### src/rtl/snake_move_ctrl_pkg.sv
// Shared types and constants for the snake game-step engine.
package snake_move_ctrl_pkg;

  typedef enum logic [1:0] {
    S_IDLE = 2'd0,
    S_RUN  = 2'd1,
    S_OVER = 2'd2
  } state_t;

  localparam logic [1:0] TOP_DIR   = 2'd0;
  localparam logic [1:0] DOWN_DIR  = 2'd1;
  localparam logic [1:0] LEFT_DIR  = 2'd2;
  localparam logic [1:0] RIGHT_DIR = 2'd3;

  localparam int GRID_W_DEF = 40;
  localparam int GRID_H_DEF = 30;

endpackage

### src/rtl/snake_move_ctrl_step_timer.sv
// Game-tick divider: counts 0..TICK_DIV-1 while enabled and flags the last count.
module snake_move_ctrl_step_timer #(
  parameter int TICK_DIV = 2500000
) (
  input  logic clk,
  input  logic rst_n,
  input  logic en,
  input  logic clr,
  output logic tick
);

  localparam int CNT_W = (TICK_DIV > 1) ? $clog2(TICK_DIV) : 1;
  localparam logic [CNT_W-1:0] LAST = CNT_W'(TICK_DIV - 1);

  logic [CNT_W-1:0] cnt;

  always_ff @(posedge clk or negedge rst_n) begin
    if (!rst_n) begin
      cnt <= '0;
    end else if (clr) begin
      cnt <= '0;
    end else if (en) begin
      cnt <= (cnt == LAST) ? '0 : cnt + 1'b1;
    end
  end

  assign tick = en && (cnt == LAST);

endmodule

### src/rtl/snake_move_ctrl.sv
// Snake game-step engine: head advance with wrap, segment shift, growth,
// self-collision and a registered per-cell occupancy lookup for the renderer.
module snake_move_ctrl
  import snake_move_ctrl_pkg::*;
#(
  parameter int GRID_W   = GRID_W_DEF,
  parameter int GRID_H   = GRID_H_DEF,
  parameter int X_W      = 6,
  parameter int Y_W      = 5,
  parameter int MAX_LEN  = 16,
  parameter int INIT_LEN = 3,
  parameter int TICK_DIV = 2500000
) (
  input  logic                     iClk,
  input  logic                     iRst_n,
  input  logic [1:0]               iDirection,
  input  logic                     iStart,
  input  logic                     iGrow,
  input  logic [X_W-1:0]           iQueryX,
  input  logic [Y_W-1:0]           iQueryY,
  output logic                     oCellHit,
  output logic                     oCellHead,
  output logic [X_W-1:0]           oHeadX,
  output logic [Y_W-1:0]           oHeadY,
  output logic [$clog2(MAX_LEN):0] oLength,
  output logic                     oStep,
  output logic                     oGameOver
);

  localparam int L_W = $clog2(MAX_LEN) + 1;
  localparam logic [X_W-1:0] X_MAX  = X_W'(GRID_W - 1);
  localparam logic [Y_W-1:0] Y_MAX  = Y_W'(GRID_H - 1);
  localparam logic [X_W-1:0] X_INIT = X_W'(GRID_W / 2);
  localparam logic [L_W-1:0] L_INIT = L_W'(INIT_LEN);
  localparam logic [L_W-1:0] L_MAX  = L_W'(MAX_LEN);

  state_t state, state_nxt;

  logic [X_W-1:0] seg_x [MAX_LEN];
  logic [Y_W-1:0] seg_y [MAX_LEN];
  logic [L_W-1:0] len;
  logic [L_W-1:0] chk_len;
  logic           grow_flag;
  logic           grow_eff;
  logic           running;
  logic           restart;
  logic           tick;
  logic           collide;
  logic           move;
  logic [X_W-1:0] nx;
  logic [Y_W-1:0] ny;
  logic [MAX_LEN-1:0] body_eq;
  logic [MAX_LEN-1:0] query_eq;

  assign running  = (state == S_RUN);
  assign restart  = !running && iStart;
  assign grow_eff = grow_flag || iGrow;

  snake_move_ctrl_step_timer #(
    .TICK_DIV(TICK_DIV)
  ) u_step_timer (
    .clk  (iClk),
    .rst_n(iRst_n),
    .en   (running),
    .clr  (restart),
    .tick (tick)
  );

  always_comb begin
    nx = seg_x[0];
    ny = seg_y[0];
    case (iDirection)
      TOP_DIR:   ny = (seg_y[0] == '0)    ? Y_MAX : seg_y[0] - 1'b1;
      DOWN_DIR:  ny = (seg_y[0] == Y_MAX) ? '0    : seg_y[0] + 1'b1;
      LEFT_DIR:  nx = (seg_x[0] == '0)    ? X_MAX : seg_x[0] - 1'b1;
      RIGHT_DIR: nx = (seg_x[0] == X_MAX) ? '0    : seg_x[0] + 1'b1;
      default:   nx = seg_x[0];
    endcase
  end

  // The tail cell is vacated by the move unless a grow keeps it in place.
  assign chk_len = grow_eff ? len : len - 1'b1;

  for (genvar i = 0; i < MAX_LEN; i++) begin : g_cmp
    localparam logic [L_W-1:0] IDX = L_W'(i);
    assign body_eq[i]  = (seg_x[i] == nx) && (seg_y[i] == ny) && (IDX < chk_len);
    assign query_eq[i] = (seg_x[i] == iQueryX) && (seg_y[i] == iQueryY) && (IDX < len);
  end

  assign collide = tick && (|body_eq);
  assign move    = tick && !collide;

  always_ff @(posedge iClk or negedge iRst_n) begin
    if (!iRst_n) begin
      state <= S_IDLE;
    end else begin
      state <= state_nxt;
    end
  end

  always_comb begin
    state_nxt = state;
    case (state)
      S_IDLE:  if (iStart) state_nxt = S_RUN;
      S_RUN:   if (collide) state_nxt = S_OVER;
      S_OVER:  if (iStart) state_nxt = S_RUN;
      default: state_nxt = S_IDLE;
    endcase
  end

  always_ff @(posedge iClk or negedge iRst_n) begin
    if (!iRst_n) begin
      for (int i = 0; i < MAX_LEN; i++) begin
        seg_x[i] <= X_INIT;
        seg_y[i] <= Y_W'(GRID_H / 2 + i);
      end
    end else if (restart) begin
      for (int i = 0; i < MAX_LEN; i++) begin
        seg_x[i] <= X_INIT;
        seg_y[i] <= Y_W'(GRID_H / 2 + i);
      end
    end else if (move) begin
      for (int i = MAX_LEN - 1; i > 0; i--) begin
        seg_x[i] <= seg_x[i-1];
        seg_y[i] <= seg_y[i-1];
      end
      seg_x[0] <= nx;
      seg_y[0] <= ny;
    end
  end

  // Growth is sticky until the next move; requests outside RUN are dropped.
  always_ff @(posedge iClk or negedge iRst_n) begin
    if (!iRst_n) begin
      len       <= L_INIT;
      grow_flag <= 1'b0;
    end else if (restart) begin
      len       <= L_INIT;
      grow_flag <= 1'b0;
    end else if (running) begin
      if (move) begin
        grow_flag <= 1'b0;
        if (grow_eff && (len != L_MAX)) len <= len + 1'b1;
      end else begin
        grow_flag <= grow_eff;
      end
    end else begin
      grow_flag <= 1'b0;
    end
  end

  always_ff @(posedge iClk or negedge iRst_n) begin
    if (!iRst_n) begin
      oStep     <= 1'b0;
      oCellHit  <= 1'b0;
      oCellHead <= 1'b0;
    end else begin
      oStep     <= move;
      oCellHit  <= |query_eq;
      oCellHead <= query_eq[0];
    end
  end

  assign oHeadX    = seg_x[0];
  assign oHeadY    = seg_y[0];
  assign oLength   = len;
  assign oGameOver = (state == S_OVER);

endmodule
### config.mk
export PLATFORM = sky130hd
export DESIGN_NAME = snake_move_ctrl
export DESIGN_NICKNAME = d
export VERILOG_FILES = /design/src/rtl/snake_move_ctrl_pkg.sv /design/src/rtl/snake_move_ctrl_step_timer.sv /design/src/rtl/snake_move_ctrl.sv
export SDC_FILE = /design/constraint.sdc
export NUM_CORES = 1
export LEC_CHECK = 0
export ABC_CLOCK_PERIOD_IN_PS = 10990
export BUFFER_PORTS_ARGS = -buffer_cell sky130_fd_sc_hd__buf_2
export CORE_MARGIN = 5
export CORE_UTILIZATION = 45
export DETAILED_ROUTE_END_ITERATION = 16
export MAX_ROUTING_LAYER = met4
export PLACE_DENSITY = 0.7
export SLEW_MARGIN = 10
export SYNTH_ARGS = -nofsm -noshare
export SYNTH_HDL_FRONTEND = slang
export SYNTH_SLANG_ARGS = --single-unit
### constraint.sdc
create_clock -name iClk -period 10.99 [get_ports iClk]
set_input_delay 1.6485 -clock iClk [delete_from_list [all_inputs] [get_ports iClk]]
set_output_delay 1.6485 -clock iClk [all_outputs]
set_load 0.01 [all_outputs]
# Word level (Yosys, flattened, before mapping)
# Index checks and enable logic that the tools add are counted.
# op_classes
n_addsub,7
n_lt_le_gt_ge,32
n_eq_ne,75
mux,24
n_reduce_logical,84
# op_table
op,n
equality test 6 bit,32
two-way mux 96 bit,2
equality test 5 bit,32
two-way mux 80 bit,2
< comparator 4 x 5 -> 1 bit (first input constant),16
logical AND 1 bit,69
two-way mux 22 bit,3
< comparator 3 x 5 -> 1 bit (first input constant),8
two-way mux 5 bit,7
OR reduction 16 bit,2
adder 22 x 1 -> 22 bit (second input constant),1
equality test 22 bit (second input constant),1
< comparator 1 x 5 -> 1 bit (first input constant),4
< comparator 2 x 5 -> 1 bit (first input constant),4
two-way mux 6 bit,2
one-hot mux 6 bit (2 select lines),1
adder 5 x 1 -> 5 bit (second input constant),2
one-hot mux 5 bit (2 select lines),1
subtractor 5 x 1 -> 5 bit (second input constant),2
adder 6 x 1 -> 6 bit (second input constant),1
equality test 2 bit (second input constant),3
equality test 6 bit (second input constant),1
logical NOT 6 bit,1
nonzero test 2 bit,3
other kinds (15),22
# word_totals
register_bits,209
input_bits,17
out_inout_bits,20
wordCells,261

# Logic depth before layout (Yosys ltp)
# Gate-level depths: netlist of run 1.
# depth
word_depth,13
depth_mapped,18
ltp_nobuf,12

# By module
# A second synthesis of run 1 with hierarchy kept.
# unflattened
cells_unflattened,1810
area_unflattened_um2,14969.4
# by_module_without_submodules
mod,instances,cells_each,area_per_inst_um2,seq_area_each_um2
snake_move_ctrl,1,1669,13710.6,4780.8
snake_move_ctrl_step_timer,1,141,1258.7,550.5

# Worst setup path after synthesis of run 1
# No wires, ideal clock.
# synth_timing
path_type,in2reg
start,input port iDirection[1]
end,register seg_x[17] (netlist name)
arrival_ns,4.606
slack_ns,6.257
cell_stages,15
n_path_buf,5
path_cell_list,buf_2 -> buf_2 -> and2_1 -> a311oi_1 -> a31o_1 -> buf_2 -> nor2_1 -> buf_2 -> xor2_1 -> or4_1 -> o41ai_1 -> nor4_1 -> nand4_2 -> buf_6 -> mux2_1
# synth_via
elab_chain_cells,10
elab_cells_between_ends,75
classes_between,35 x eq/ne; 2 x mux; 38 x reduce/logical
# synth_lines
element,line_no,source
"start, declared",snake_move_ctrl.sv:16,"input logic [1:0] iDirection,"
"equality test 2 bit, or another cell as far along",snake_move_ctrl.sv:72,case (iDirection)
one-hot mux 6 bit (2 select lines) / one-hot mux 5 bit (2 select lines) (equally long branches),snake_move_ctrl.sv:72,
equality test 6 bit / equality test 5 bit (equally long branches),snake_move_ctrl.sv:86,assign body_eq[i] = (seg_x[i] == nx) && (seg_y[i] == ny) && (IDX < chk_len);
logical AND 1 bit (2 in series),snake_move_ctrl.sv:86,
OR reduction 16 bit *,snake_move_ctrl.sv:90,assign collide = tick && (|body_eq);
logical AND 1 bit *,snake_move_ctrl.sv:90,
logical NOT 1 bit *,snake_move_ctrl.sv:91,assign move = tick && !collide;
logical AND 1 bit *,snake_move_ctrl.sv:91,
nonzero test 2 bit (no source line) *,--,
"end signal, assigned by index",snake_move_ctrl.sv:124,seg_x[i] <= seg_x[i-1];
"end, declared",snake_move_ctrl.sv:39,logic [X_W-1:0] seg_x [MAX_LEN];
# Mark *: on every way between the ends. The rest lies on a longest branch, timed or not.
# A chain may end at the register's enable or synchronous reset.

# Final worst setup path of run 1
# layout_timing
start,input port iDirection[1]
end,register seg_y[40] (netlist name)
# layout_via
elab_chain_cells,10
elab_cells_between_ends,75
classes_between,35 x eq/ne; 2 x mux; 38 x reduce/logical
# layout_lines
element,line_no,source
"equality test 2 bit, or another cell as far along",snake_move_ctrl.sv:72,
one-hot mux 6 bit (2 select lines) / one-hot mux 5 bit (2 select lines) (equally long branches),snake_move_ctrl.sv:72,
equality test 6 bit / equality test 5 bit (equally long branches),snake_move_ctrl.sv:86,
logical AND 1 bit (2 in series),snake_move_ctrl.sv:86,
OR reduction 16 bit *,snake_move_ctrl.sv:90,
logical AND 1 bit *,snake_move_ctrl.sv:90,
logical NOT 1 bit *,snake_move_ctrl.sv:91,
logical AND 1 bit *,snake_move_ctrl.sv:91,
nonzero test 2 bit (no source line) *,--,
"end signal, assigned by index",snake_move_ctrl.sv:115,seg_y[i] <= Y_W'(GRID_H / 2 + i);
"end signal, assigned by index",snake_move_ctrl.sv:120,seg_y[i] <= Y_W'(GRID_H / 2 + i);
"end signal, assigned by index",snake_move_ctrl.sv:125,seg_y[i] <= seg_y[i-1];
"end, declared",snake_move_ctrl.sv:40,logic [Y_W-1:0] seg_y [MAX_LEN];
# Marks and branches as above.

==> impl_metrics.prom, run 1 <==
# TYPE chip_impl_metric gauge
chip_impl_metric{name="clk_pwr_share",unit="%"} 28.8
chip_impl_metric{name="grt-ovfl-total",unit=""} 0
chip_impl_info{name="ys_top_cells_by_area",value="sky130_fd_sc_hd__dfrtp_1 20%, sky130_fd_sc_hd__dfstp_2 13%, sky130_fd_sc_hd__xnor2_1 11%, sky130_fd_sc_hd__xor2_1 5.9%, sky130_fd_sc_hd__o21ai_0 4.0%"} 1
chip_impl_metric{name="post_cts_resized",unit=""} 0
chip_impl_metric{name="netlist-cell-type-count",unit=""} 90
chip_impl_metric{name="sinks_on_the_clock_net",unit=""} 209
chip_impl_metric{name="die_area",unit="um2"} 40100
chip_impl_metric{name="period_share",unit="%"} 55.72
chip_impl_metric{name="dr.first_iter.drc_count",unit=""} 2037
chip_impl_metric{name="postSynthNetCount",unit=""} 1997
chip_impl_metric{name="layout.nets",unit=""} 1912
chip_impl_info{name="hp-class",value="flip-flop to flip-flop"} 1
chip_impl_info{name="critical_path.startpoint",value="iDirection[1]"} 1
chip_impl_metric{name="port_buffers",unit=""} 36
chip_impl_info{name="cp-end-kind",value="flip-flop"} 1
chip_impl_metric{name="cp_data_required_time",unit="ns"} 11.45
chip_impl_info{name="synth_top_cell_by_area",value="sky130_fd_sc_hd__dfrtp_1"} 1
chip_impl_metric{name="intPower",unit="uW"} 2055
chip_impl_metric{name="drt_first_pass_iters",unit=""} 6
chip_impl_info{name="critical_path.cell_chain",value="buf_2, nor2b_1, or3_1, buf_4, nor2_1, or4_1, nor4_1, nor4_1, and4_2, buf_4, and3_1, a31o_2"} 1
chip_impl_metric{name="r2r_setup_slack",unit="ns"} 4.88
chip_impl_metric{name="power.leakage",unit="uW"} 0.006775
chip_impl_info{name="synth.cells.most_frequent",value="198 x sky130_fd_sc_hd__xnor2_1, 147 x sky130_fd_sc_hd__nand2_1, 133 x sky130_fd_sc_hd__nor2_1"} 1
chip_impl_metric{name="p_per_area",unit="nW/um2"} 197.2
chip_impl_metric{name="power_frac_seq",unit="%"} 40.4
chip_impl_metric{name="synth-seq-cells",unit=""} 209
chip_impl_metric{name="critPathMaxFanout",unit=""} 36
chip_impl_metric{name="slew_headroom",unit="%"} 17.56
chip_impl_info{name="tritoncts_clock_tree",value="yes"} 1
chip_impl_info{name="critPathTopFamily",value="simple AND/OR/NAND/NOR gates"} 1
chip_impl_info{name="setup.worst_path.class",value="input pin to flip-flop"} 1
chip_impl_info{name="cts_root_buf",value="sky130_fd_sc_hd__clkbuf_16"} 1
chip_impl_info{name="setup_repair_after_global_routing_missed_its_margin",value="no"} 1
chip_impl_info{name="synth_most_common_cell",value="sky130_fd_sc_hd__xnor2_1"} 1
chip_impl_metric{name="number_of_hold_violations_in_the_final_report",unit=""} 0
chip_impl_metric{name="wl",unit="um"} 73750
chip_impl_metric{name="n_antenna_cell",unit=""} 0
chip_impl_metric{name="finalWeightedCongestion",unit=""} 1.078
chip_impl_metric{name="clock_buffers_created_by_tritoncts",unit=""} 27
chip_impl_metric{name="global_route_wire_length_before_repair",unit="um"} 106100
chip_impl_metric{name="die_h",unit="um"} 200.2
chip_impl_info{name="r2r_start",value="oLength[0]"} 1
chip_impl_metric{name="setup_viol",unit=""} 0
chip_impl_metric{name="num_rows",unit=""} 69
chip_impl_info{name="crit-reg2reg-capture",value="seg_y[40]"} 1
chip_impl_metric{name="setup_tns",unit="ns"} 0
chip_impl_metric{name="layout-area-overhead-vs-synth",unit="%"} 7.498
chip_impl_metric{name="vias_in_the_first_global_route",unit=""} 14900
chip_impl_metric{name="placeableCoreArea",unit="um2"} 35660
chip_impl_metric{name="cp.depth",unit=""} 12
chip_impl_metric{name="finalCoreUtilization",unit="%"} 49.10
chip_impl_metric{name="worst_slew_pin_slew",unit="ns"} 1.221
chip_impl_metric{name="cts_setup_buffers",unit=""} 0
chip_impl_metric{name="switching_share",unit="%"} 40.48
chip_impl_metric{name="htree_num_levels",unit=""} 1
chip_impl_info{name="crit_end",value="seg_y[40]"} 1
chip_impl_metric{name="arrival",unit="ns"} 6.58
chip_impl_info{name="result_of_the_run",value="finished, final reports clean"} 1
chip_impl_metric{name="grt_max_degree",unit=""} 81
chip_impl_metric{name="cts_hold_buf",unit=""} 0
chip_impl_metric{name="ant_nets",unit=""} 0
chip_impl_metric{name="synth.top_cell.area_share",unit="%"} 19.67
chip_impl_metric{name="drive_gt1_share",unit="%"} 11.86
chip_impl_metric{name="syn_area_per_cell",unit="um2"} 8.272
chip_impl_metric{name="post-dp-hpwl",unit="um"} 52710
chip_impl_metric{name="clk_latency",unit="ns"} 0.57
chip_impl_metric{name="post_drt_via_cell_ratio",unit=""} 6.754
chip_impl_metric{name="start_util",unit="%"} 45.68
chip_impl_metric{name="detail_route.drc_violations",unit=""} 0
chip_impl_metric{name="wl_per_cell",unit="um"} 31.17
chip_impl_metric{name="syn_area",unit="um2"} 16290
chip_impl_metric{name="critical_path.n_buffers_inverters",unit=""} 3
chip_impl_metric{name="yosysSeqAreaShare",unit="%"} 32.73
chip_impl_metric{name="synth.yosys.warnings",unit=""} 0
chip_impl_info{name="critPathSlowestCell",value="sky130_fd_sc_hd__nor2b_1"} 1
chip_impl_metric{name="vias",unit=""} 15980
chip_impl_metric{name="die_w",unit="um"} 200.2
chip_impl_info{name="synth-main-ff-cell",value="sky130_fd_sc_hd__dfrtp_1"} 1
chip_impl_metric{name="vdd.ir_drop.worst",unit="V"} 0.0001804
chip_impl_metric{name="netlist_instances",unit=""} 1969
chip_impl_metric{name="count_of_flip_flops_with_a_built_in_enable_after_synthesis",unit=""} 0
chip_impl_metric{name="fmaxAchievable",unit="MHz"} 163.3
chip_impl_metric{name="dpl_cell_area",unit="um2"} 16490
chip_impl_metric{name="drv_slew",unit=""} 0
chip_impl_metric{name="number_of_antenna_violations_at_the_first_check_in_global_routing",unit=""} 0
chip_impl_metric{name="net-switching-power",unit="uW"} 1398
chip_impl_metric{name="timing.max_cap.violations",unit=""} 0
chip_impl_metric{name="finalClockSkew",unit="ns"} 0.01363
chip_impl_metric{name="cts_clk_pin_slew_worst_paths",unit="ns"} 0.06
chip_impl_info{name="critical_path.startpoint_type",value="input pin"} 1
chip_impl_metric{name="ys_async_sr_fraction",unit="%"} 100.0
chip_impl_metric{name="cts_max_path_buffers",unit=""} 3
chip_impl_metric{name="design.portCount",unit=""} 37
chip_impl_metric{name="timing.final.crit_period",unit="ns"} 6.124
chip_impl_metric{name="track_usage",unit="%"} 36.21
chip_impl_metric{name="fin_area",unit="um2"} 17510
chip_impl_metric{name="critical_path.max_stage_delay",unit="ns"} 0.82
chip_impl_metric{name="worstRegToRegCells",unit=""} 13
chip_impl_metric{name="p_comb_share",unit="%"} 30.8
-- layer usage --
metal	track usage, %	share of wire (%)
met1	49.65	42
met2	51.80	42
met3	6.614	9.7
met4	17.38	6.1
met5	-	0
-- kinds of logic (layout without fill, tap and decap cells) --
kind of cell,Yosys count,after routing,synth area share [%]
AND/OR/NAND/NOR,769,769,25.03
AO/OA/AOI/OAI,398,398,15.43
XOR/XNOR,308,308,16.56
buffers and inverters,225,161,6.315
flip-flops,209,209,32.73
multiplexers,49,49,3.081
adder cells (fa/ha/maj),11,11,0.8450
-- worst register-to-register path: stages (launching register included) --
cell and delay (ns):
sky130_fd_sc_hd__dfstp_2 0.86, sky130_fd_sc_hd__inv_1 0.17, sky130_fd_sc_hd__ha_1 0.46, sky130_fd_sc_hd__or4_1 0.58, sky130_fd_sc_hd__a21boi_1 0.33, sky130_fd_sc_hd__or2_1 0.33, sky130_fd_sc_hd__a311oi_1 0.31, sky130_fd_sc_hd__or4_1 0.61
sky130_fd_sc_hd__nor4_1 0.75, sky130_fd_sc_hd__nor4_1 0.19, sky130_fd_sc_hd__and4_2 0.56, sky130_fd_sc_hd__buf_4 0.40, sky130_fd_sc_hd__and3_1 0.24, sky130_fd_sc_hd__a31o_2 0.20
-- sequential cells by signal, indices dropped and copies added, names as in the netlist --
register / cells
u_step_timer.cnt: 22
oHeadX: 6
seg_x: 90
oLength: 5
oStep: 1
oCellHead: 1
oHeadY: 5
state: 2
seg_y: 75
oCellHit: 1
grow_flag: 1
-- worst min path at each step --
stage	from	endpoint	slack, ns	depth (start not counted)
floorplan	u_step_timer.cnt[3]	u_step_timer.cnt[3]	0.46	1
global placement	u_step_timer.cnt[3]	u_step_timer.cnt[3]	0.48	1
detailed placement	state[0]	state[0]	0.50	1
CTS	state[0]	state[0]	0.51	1
global route	u_step_timer.cnt[3]	u_step_timer.cnt[3]	0.52	1
finish	state[0]	state[0]	0.51	1
-- area by class of cell --
class,instances,area [um2]
inverter,43,161.4
timing repair buffer,68,430.4
multi-input combinational,1535,9995
sequential,209,5331
clock inverter,14,210.2
tap,461,576.8
fill,3466,18150
clock buffer,36,803.3
-- power by group through the flow --
stage / clock (uW) / combinational (uW) / sequential, uW
3_5_place_dp: 0 / 1040 / 1380
3_3_place_gp: 0 / 1030 / 1380
2_1_floorplan: 0 / 806 / 1160
6_report: 995 / 1060 / 1400
5_1_grt: 1040 / 1140 / 1400
4_1_cts: 1010 / 1040 / 1370
-- through the flow --
step	total power, uW	setup WS [ns]	instances	hold slack, ns
2_1_floorplan	1964	6.257	1969	0.4570
3_3_place_gp	2408	4.270	2316	0.4835
3_5_place_dp	2420	4.423	2316	0.5002
4_1_cts	3421	4.997	2366	0.5082
5_1_grt	3585	4.699	2366	0.5248
6_report	3453	4.866	2366	0.5114
-- cell usage in the layout, fill, tap and decap left out, types with 8 or more instances in the layout --
master and count:
sky130_fd_sc_hd__o22ai_1 11, sky130_fd_sc_hd__o2111ai_1 15, sky130_fd_sc_hd__xnor2_1 198, sky130_fd_sc_hd__buf_4 32
sky130_fd_sc_hd__dfstp_2 81, sky130_fd_sc_hd__mux2i_1 40, sky130_fd_sc_hd__nand2_1 146, sky130_fd_sc_hd__dfrtp_1 128
sky130_fd_sc_hd__nor3b_1 9, sky130_fd_sc_hd__or4_1 16, sky130_fd_sc_hd__o21ai_0 129, sky130_fd_sc_hd__o21ai_1 8
sky130_fd_sc_hd__clkbuf_16 30, sky130_fd_sc_hd__nand4b_1 13, sky130_fd_sc_hd__a21oi_1 106, sky130_fd_sc_hd__nand2b_1 15
sky130_fd_sc_hd__or3_1 16, sky130_fd_sc_hd__a211oi_1 8, sky130_fd_sc_hd__nand4_1 47, sky130_fd_sc_hd__o31ai_1 8
sky130_fd_sc_hd__nor4b_1 11, sky130_fd_sc_hd__and3_1 23, sky130_fd_sc_hd__nor2b_1 16, sky130_fd_sc_hd__o211ai_1 9
sky130_fd_sc_hd__nor4_1 54, sky130_fd_sc_hd__buf_2 35, sky130_fd_sc_hd__a31oi_1 13, sky130_fd_sc_hd__nor3_1 104
sky130_fd_sc_hd__nor2_1 131, sky130_fd_sc_hd__and2_1 10, sky130_fd_sc_hd__ha_1 11, sky130_fd_sc_hd__nand3_1 106
sky130_fd_sc_hd__xor2_1 110, sky130_fd_sc_hd__inv_1 42
(Power assumes the default switching activity.)
==> run 2, diff against run 1 <==
Settings changed: ABC_CLOCK_PERIOD_IN_PS 10990 to 6200.
Clock period 10.99 ns to 6.2 ns, I/O delays scaled along.
==> run 2 against run 1 <==
  * Combinational power increased by 85%
  * First-iteration DRC count decreased by 7.9%
  * Routed wire length increased by 0.13%
  * Die area unchanged
  * Critical path type is now flip-flop to flip-flop
==> impl_metrics.prom, run 2 (synthesis results as in run 1) <==
# TYPE chip_impl_metric gauge
chip_impl_metric{name="wl_per_cell",unit="um"} 30.74
chip_impl_metric{name="clock_buffers_created_by_tritoncts",unit=""} 24
chip_impl_metric{name="grt-ovfl-total",unit=""} 0
chip_impl_metric{name="worstRegToRegCells",unit=""} 14
chip_impl_metric{name="n_antenna_cell",unit=""} 0
chip_impl_metric{name="cts_hold_buf",unit=""} 0
chip_impl_metric{name="drive_gt1_share",unit="%"} 13.60
chip_impl_metric{name="vias",unit=""} 15850
chip_impl_metric{name="period_share",unit="%"} 88.46
chip_impl_metric{name="setup_tns",unit="ns"} 0
chip_impl_info{name="cts_root_buf",value="sky130_fd_sc_hd__clkbuf_16"} 1
chip_impl_metric{name="post_cts_resized",unit=""} 0
chip_impl_info{name="cp-end-kind",value="flip-flop"} 1
chip_impl_metric{name="pre_cts_ws",unit="ns"} 0.7060
chip_impl_info{name="hp-class",value="input pin to asynchronous set/reset pin"} 1
chip_impl_metric{name="cts_clk_pin_slew_worst_paths",unit="ns"} 0.07
chip_impl_metric{name="finalClockSkew",unit="ns"} 0.01493
chip_impl_info{name="registers.top_by_ff_count",value="seg_x"} 1
chip_impl_metric{name="port_buffers",unit=""} 36
chip_impl_info{name="r2r_start",value="oHeadY[0]"} 1
chip_impl_metric{name="p_per_area",unit="nW/um2"} 334.5
chip_impl_info{name="crit-reg2reg-capture",value="seg_x[53]"} 1
chip_impl_metric{name="post_drt_via_cell_ratio",unit=""} 6.599
chip_impl_metric{name="drv_slew",unit=""} 0
chip_impl_metric{name="grt_max_degree",unit=""} 125
chip_impl_info{name="critical_path.startpoint_type",value="flip-flop"} 1
chip_impl_metric{name="cp_data_required_time",unit="ns"} 6.64
chip_impl_metric{name="clk_latency",unit="ns"} 0.56
chip_impl_info{name="critPathTopFamily",value="simple AND/OR/NAND/NOR gates"} 1
chip_impl_info{name="setup.worst_path.class",value="flip-flop to flip-flop"} 1
chip_impl_metric{name="r2r_setup_slack",unit="ns"} 0.72
chip_impl_metric{name="layout.nets",unit=""} 1951
chip_impl_metric{name="cp.depth",unit=""} 14
chip_impl_metric{name="ant_nets",unit=""} 0
chip_impl_metric{name="timing.final.crit_period",unit="ns"} 5.485
chip_impl_info{name="result_of_the_run",value="finished, final reports clean"} 1
chip_impl_metric{name="start_util",unit="%"} 45.68
chip_impl_info{name="critPathSlowestCell",value="sky130_fd_sc_hd__or3_1"} 1
chip_impl_metric{name="final.setup.worst_slack",unit="ns"} 0.7154
chip_impl_metric{name="vias_in_the_first_global_route",unit=""} 14840
chip_impl_info{name="path_common_cell",value="sky130_fd_sc_hd__buf_4"} 1
chip_impl_metric{name="slew_headroom",unit="%"} 28.86
chip_impl_metric{name="largest_register_ff_count",unit=""} 90
chip_impl_metric{name="post-dp-hpwl",unit="um"} 54250
chip_impl_metric{name="die_area",unit="um2"} 40100
chip_impl_info{name="setup_repair_after_global_routing_missed_its_margin",value="no"} 1
chip_impl_metric{name="worst_slew_pin_slew",unit="ns"} 1.054
chip_impl_metric{name="die_h",unit="um"} 200.2
chip_impl_metric{name="num_rows",unit=""} 69
chip_impl_info{name="crit_end",value="seg_x[53]"} 1
chip_impl_metric{name="dr.first_iter.drc_count",unit=""} 1877
chip_impl_metric{name="finalCoreUtilization",unit="%"} 49.74
chip_impl_metric{name="vdd.ir_drop.worst",unit="V"} 0.0003606
chip_impl_metric{name="die_w",unit="um"} 200.2
chip_impl_metric{name="fmaxAchievable",unit="MHz"} 182.3
chip_impl_metric{name="hold-worst-slack",unit="ns"} 0.3513
chip_impl_metric{name="detail_route.drc_violations",unit=""} 0
chip_impl_metric{name="placeableCoreArea",unit="um2"} 35660
chip_impl_metric{name="drt_first_pass_iters",unit=""} 6
chip_impl_metric{name="finalWeightedCongestion",unit=""} 1.044
chip_impl_info{name="final_common_cell",value="sky130_fd_sc_hd__xnor2_1"} 1
chip_impl_metric{name="critPathMaxFanout",unit=""} 14
chip_impl_metric{name="htree_num_levels",unit=""} 1
chip_impl_metric{name="layout-area-overhead-vs-synth",unit="%"} 8.881
chip_impl_metric{name="sinks_on_the_clock_net",unit=""} 209
chip_impl_metric{name="setup_viol",unit=""} 0
chip_impl_metric{name="critical_path.max_stage_delay",unit="ns"} 0.81
chip_impl_metric{name="power.leakage",unit="uW"} 0.006943
chip_impl_metric{name="number_of_antenna_violations_at_the_first_check_in_global_routing",unit=""} 1
chip_impl_info{name="reg.largest.list",value="seg_x (90), seg_y (75), u_step_timer.cnt (22)"} 1
chip_impl_metric{name="track_usage",unit="%"} 36.29
chip_impl_metric{name="wl",unit="um"} 73840
chip_impl_info{name="critical_path.startpoint",value="oHeadY[0]"} 1
chip_impl_info{name="final_cell_mix",value="198 x sky130_fd_sc_hd__xnor2_1, 146 x sky130_fd_sc_hd__nand2_1, 131 x sky130_fd_sc_hd__nor2_1"} 1
chip_impl_metric{name="design.portCount",unit=""} 37
chip_impl_metric{name="critical_path.n_buffers_inverters",unit=""} 3
chip_impl_metric{name="arrival",unit="ns"} 5.92
chip_impl_metric{name="cts_setup_buffers",unit=""} 0
chip_impl_metric{name="global_route_wire_length_before_repair",unit="um"} 105800
chip_impl_metric{name="timing.max_cap.violations",unit=""} 0
chip_impl_info{name="critical_path.cell_chain",value="clkinv_1, ha_1, nor3b_1, mux2_2, or3_1, buf_4, o211ai_1, a2111o_1, or4_1, o31ai_1, nor4_1, nand4_4, buf_4, mux2_1"} 1
chip_impl_info{name="tritoncts_clock_tree",value="yes"} 1
chip_impl_metric{name="number_of_hold_violations_in_the_final_report",unit=""} 0
chip_impl_metric{name="cts_max_path_buffers",unit=""} 3
-- run 2: changes by cell type in the layout (fill, tap and decap cells not counted), sizes merged --
cell      before  now
clkinv         8    9
inv           44   43
clkbuf        36   32
clkinvlp       1    0
buf           68  110
bufinv         4    3
-- run 2: power breakdown --
part	internal, uW	leakage [uW]	switching [uW]
logic	796	0.00392	1160
registers	1790	0.00260	647
clock network	908	0.000422	628
total	3490	0.00694	2440
-- run 2: area by class of cell --
cell class | instances | area [um2]
Tap cell | 461 | 576.8
Clock buffer | 32 | 690.7
Sequential cell | 209 | 5331
Clock inverter | 12 | 150.1
Timing Repair Buffer | 110 | 820.8
Fill cell | 3421 | 17920
Inverter | 43 | 161.4
Multi-Input combinational cell | 1535 | 10000
-- run 2: worst reg2reg max path, cell delays in order (launching register included) --
cell,delay [ns]
sky130_fd_sc_hd__dfstp_2,0.73
sky130_fd_sc_hd__clkinv_1,0.28
sky130_fd_sc_hd__ha_1,0.31
sky130_fd_sc_hd__nor3b_1,0.15
sky130_fd_sc_hd__mux2_2,0.41
sky130_fd_sc_hd__or3_1,0.81
sky130_fd_sc_hd__buf_4,0.37
sky130_fd_sc_hd__o211ai_1,0.24
sky130_fd_sc_hd__a2111o_1,0.13
sky130_fd_sc_hd__or4_1,0.17
sky130_fd_sc_hd__o31ai_1,0.10
sky130_fd_sc_hd__nor4_1,0.50
sky130_fd_sc_hd__nand4_4,0.49
sky130_fd_sc_hd__buf_4,0.36
sky130_fd_sc_hd__mux2_1,0.32
-- run 2: worst min path at each step --
stage                        start                  end  slack, ns  cells after the start
3_3_place_gp   u_step_timer.cnt[2]  u_step_timer.cnt[2]       0.48                      1
4_1_cts                     iRst_n            seg_y[46]       0.39                      1
6_report                    iRst_n            seg_y[46]       0.35                      1
2_1_floorplan  u_step_timer.cnt[3]  u_step_timer.cnt[3]       0.46                      1
3_5_place_dp              state[0]             state[0]       0.51                      1
5_1_grt                     iRst_n            seg_y[46]       0.41                      1
-- run 2: through the flow --
stage                     cells  total power, uW  area (um2)
after CTS                  2402             5869       17730
after global placement     2358             4310       16880
final                      2402             5931       17730
after detailed placement   2358             4321       16880
after global routing       2402             6143       17730
after floorplan            1969             3481       16290
-- run 2: layer usage --
layer	global-route usage [%]	up-vias	share of wire (%)
li1	-	6930	-
met1	49.76	7809	42
met2	53.44	930	43
met3	6.404	182	9.7
met4	14.73	0	5.1
met5	-	-	0
==> run 3, diff against run 2 <==
Settings changed: CORE_UTILIZATION 45 to 50, PLACE_DENSITY 0.7 to 0.67.
==> run 3 against run 2 <==
  * Sequential power hardly changed
  * Clock-buffer cell count is 3 higher
  * Sequential cell count stayed put
  * Clock power is 6% higher
  * First-iteration DRC count is 3.7% higher
  * Worst setup slack worse by 0.089 ns
  * Register-to-register slack worse by 0.09 ns
  * Non-clock buffer count is 17 lower
  * Highest routed layer unchanged
==> impl_metrics.prom, run 3 (synthesis results as in run 1) <==
# TYPE chip_impl_metric gauge
chip_impl_info{name="result_of_the_run",value="finished, final reports clean"} 1
chip_impl_metric{name="r2r_setup_slack",unit="ns"} 0.63
chip_impl_metric{name="clk_pwr_share",unit="%"} 27.4
chip_impl_metric{name="intPower",unit="uW"} 3559
chip_impl_metric{name="p_comb_share",unit="%"} 31.7
chip_impl_info{name="registers.top_by_ff_count",value="seg_x"} 1
chip_impl_metric{name="cts_setup_buffers",unit=""} 0
chip_impl_metric{name="cts_max_path_buffers",unit=""} 3
chip_impl_info{name="critical_path.cell_chain",value="clkinv_1, ha_1, nor3b_1, mux2_2, or3_1, buf_4, o21ai_0, nor4_1, nor2b_1, a2111oi_1, nand4_4, nor2_4, buf_12, o21ai_0"} 1
chip_impl_metric{name="cp_data_required_time",unit="ns"} 6.61
chip_impl_metric{name="period_share",unit="%"} 89.90
chip_impl_metric{name="timing.max_cap.violations",unit=""} 0
chip_impl_metric{name="finalWeightedCongestion",unit=""} 1.053
chip_impl_metric{name="largest_register_ff_count",unit=""} 90
chip_impl_metric{name="number_of_antenna_violations_at_the_first_check_in_global_routing",unit=""} 4
chip_impl_info{name="critPathTopFamily",value="simple AND/OR/NAND/NOR gates"} 1
chip_impl_metric{name="grt_max_degree",unit=""} 136
chip_impl_metric{name="p_per_area",unit="nW/um2"} 337.9
chip_impl_metric{name="die_h",unit="um"} 190.5
chip_impl_metric{name="worst_slew_pin_slew",unit="ns"} 1.443
chip_impl_metric{name="post_cts_resized",unit=""} 0
chip_impl_metric{name="wl",unit="um"} 70810
chip_impl_info{name="setup.worst_path.class",value="flip-flop to flip-flop"} 1
chip_impl_metric{name="dr.first_iter.drc_count",unit=""} 1946
chip_impl_metric{name="hold-worst-slack",unit="ns"} 0.3489
chip_impl_metric{name="ant_nets",unit=""} 0
chip_impl_metric{name="setup_viol",unit=""} 0
chip_impl_metric{name="vdd.ir_drop.worst",unit="V"} 0.0003201
chip_impl_metric{name="clock_buffers_created_by_tritoncts",unit=""} 26
chip_impl_info{name="r2r_start",value="oHeadY[0]"} 1
chip_impl_metric{name="layout-area-overhead-vs-synth",unit="%"} 8.581
chip_impl_metric{name="htree_num_levels",unit=""} 1
chip_impl_info{name="cts_root_buf",value="sky130_fd_sc_hd__clkbuf_16"} 1
chip_impl_metric{name="cts_hold_buf",unit=""} 0
chip_impl_info{name="path_common_cell",value="sky130_fd_sc_hd__o21ai_0"} 1
chip_impl_metric{name="grt-ovfl-total",unit=""} 0
chip_impl_info{name="setup_repair_after_global_routing_missed_its_margin",value="no"} 1
chip_impl_metric{name="sinks_on_the_clock_net",unit=""} 209
chip_impl_metric{name="dpl_cell_area",unit="um2"} 16770
chip_impl_metric{name="switching_share",unit="%"} 40.44
chip_impl_info{name="final_common_cell",value="sky130_fd_sc_hd__xnor2_1"} 1
chip_impl_info{name="crit-reg2reg-capture",value="seg_x[87]"} 1
chip_impl_metric{name="port_buffers",unit=""} 36
chip_impl_metric{name="pre_cts_ws",unit="ns"} 0.8073
chip_impl_metric{name="detail_route.drc_violations",unit=""} 0
chip_impl_metric{name="power_frac_seq",unit="%"} 40.9
chip_impl_metric{name="start_util",unit="%"} 50.31
chip_impl_metric{name="cts_clk_pin_slew_worst_paths",unit="ns"} 0.07
chip_impl_metric{name="timing.final.crit_period",unit="ns"} 5.574
chip_impl_metric{name="global_route_wire_length_before_repair",unit="um"} 103200
chip_impl_metric{name="critPathMaxFanout",unit=""} 62
chip_impl_info{name="cp-end-kind",value="flip-flop"} 1
chip_impl_metric{name="slew_headroom",unit="%"} 3.533
chip_impl_info{name="hp-class",value="input pin to asynchronous set/reset pin"} 1
chip_impl_info{name="reg.largest.list",value="seg_x (90), seg_y (75), u_step_timer.cnt (22)"} 1
chip_impl_metric{name="layout.nets",unit=""} 1936
chip_impl_metric{name="wl_per_cell",unit="um"} 29.85
chip_impl_metric{name="drt_first_pass_iters",unit=""} 6
chip_impl_metric{name="finalClockSkew",unit="ns"} 0.01607
chip_impl_metric{name="num_rows",unit=""} 66
chip_impl_metric{name="design.portCount",unit=""} 37
chip_impl_info{name="critical_path.startpoint_type",value="flip-flop"} 1
chip_impl_metric{name="post_drt_via_cell_ratio",unit=""} 6.786
chip_impl_metric{name="arrival",unit="ns"} 5.98
chip_impl_metric{name="power.leakage",unit="uW"} 0.006896
chip_impl_metric{name="net-switching-power",unit="uW"} 2417
chip_impl_info{name="tritoncts_clock_tree",value="yes"} 1
chip_impl_metric{name="placeableCoreArea",unit="um2"} 32370
chip_impl_metric{name="drv_slew",unit=""} 0
chip_impl_metric{name="critical_path.max_stage_delay",unit="ns"} 0.75
chip_impl_metric{name="fmaxAchievable",unit="MHz"} 179.4
chip_impl_metric{name="final.setup.worst_slack",unit="ns"} 0.6262
chip_impl_metric{name="drive_gt1_share",unit="%"} 12.91
chip_impl_metric{name="number_of_hold_violations_in_the_final_report",unit=""} 0
chip_impl_metric{name="worstRegToRegCells",unit=""} 14
chip_impl_metric{name="die_w",unit="um"} 190.5
chip_impl_metric{name="post-dp-hpwl",unit="um"} 50670
chip_impl_info{name="final_cell_mix",value="198 x sky130_fd_sc_hd__xnor2_1, 146 x sky130_fd_sc_hd__nand2_1, 131 x sky130_fd_sc_hd__nor2_1"} 1
chip_impl_metric{name="critical_path.n_buffers_inverters",unit=""} 3
chip_impl_metric{name="fin_area",unit="um2"} 17680
chip_impl_metric{name="clk_latency",unit="ns"} 0.56
chip_impl_metric{name="track_usage",unit="%"} 39.35
chip_impl_metric{name="die_area",unit="um2"} 36280
chip_impl_metric{name="finalCoreUtilization",unit="%"} 54.63
chip_impl_metric{name="vias_in_the_first_global_route",unit=""} 15070
chip_impl_metric{name="setup_tns",unit="ns"} 0
chip_impl_metric{name="vias",unit=""} 16100
chip_impl_info{name="critPathSlowestCell",value="sky130_fd_sc_hd__dfstp_2"} 1
## run 3: cell count changes in the layout (fill, tap and decap cells not counted)
| cell | before | now |
|---|---|---|
| sky130_fd_sc_hd__buf_4 | 68 | 48 |
| sky130_fd_sc_hd__buf_12 | 6 | 9 |
| sky130_fd_sc_hd__clkbuf_16 | 24 | 27 |
| sky130_fd_sc_hd__clkinvlp_4 | 0 | 2 |
| sky130_fd_sc_hd__diode_2 | 0 | 2 |
| sky130_fd_sc_hd__clkbuf_1 | 2 | 3 |
| sky130_fd_sc_hd__clkbuf_8 | 6 | 5 |
| sky130_fd_sc_hd__clkinv_2 | 7 | 6 |
| sky130_fd_sc_hd__clkinv_8 | 1 | 0 |
| sky130_fd_sc_hd__inv_6 | 1 | 2 |
| sky130_fd_sc_hd__o41ai_1 | 4 | 5 |
| sky130_fd_sc_hd__o41ai_2 | 1 | 0 |
## run 3: how the worst max path moves through the flow
| stage | end | start | slack, ns | cells after the start |
|---|---|---|---|---|
| 2_1_floorplan | oHeadX[3] | oLength[0] | 1.74 | 17 |
| 3_3_place_gp | seg_x[83] | oHeadY[0] | 0.84 | 14 |
| 3_5_place_dp | seg_x[87] | iDirection[1] | 0.81 | 13 |
| 4_1_cts | seg_x[87] | oHeadY[0] | 0.78 | 14 |
| 5_1_grt | oHeadX[5] | oHeadY[0] | 0.54 | 14 |
| 6_report | seg_x[87] | oHeadY[0] | 0.63 | 14 |
## run 3: routing by layer
layer	GRT usage, %	routed length (um)
met3	7.268	6669
met5	-	0
met4	24.14	5989
met2	57.43	30160
met1	50.78	27990
## run 3: area by class of cell
cell class              instances  area (um2)
fillers                      3053       14690
multi-input cells            1535        9995
flip-flops and latches        209        5331
clock buffers                  35       755.7
repair buffers                 93       730.7
well taps                     442       553.0
inverters                      43       161.4
clock inverters                13       152.6
diodes                          2       5.005
## run 3: through the flow
stage / cells / power (uW)
finish: 2372 / 5976
global placement: 2322 / 4253
CTS: 2370 / 5922
floorplan: 1969 / 3481
detailed placement: 2322 / 4271
global route: 2372 / 6203
## run 3: power groups by stage
stage	Sequential (uW)	Clock (uW)	Combinational, uW
2_1_floorplan	2050	0	1430
3_3_place_gp	2430	0	1830
3_5_place_dp	2430	0	1840
4_1_cts	2420	1660	1850
5_1_grt	2460	1720	2020
6_report	2440	1640	1900
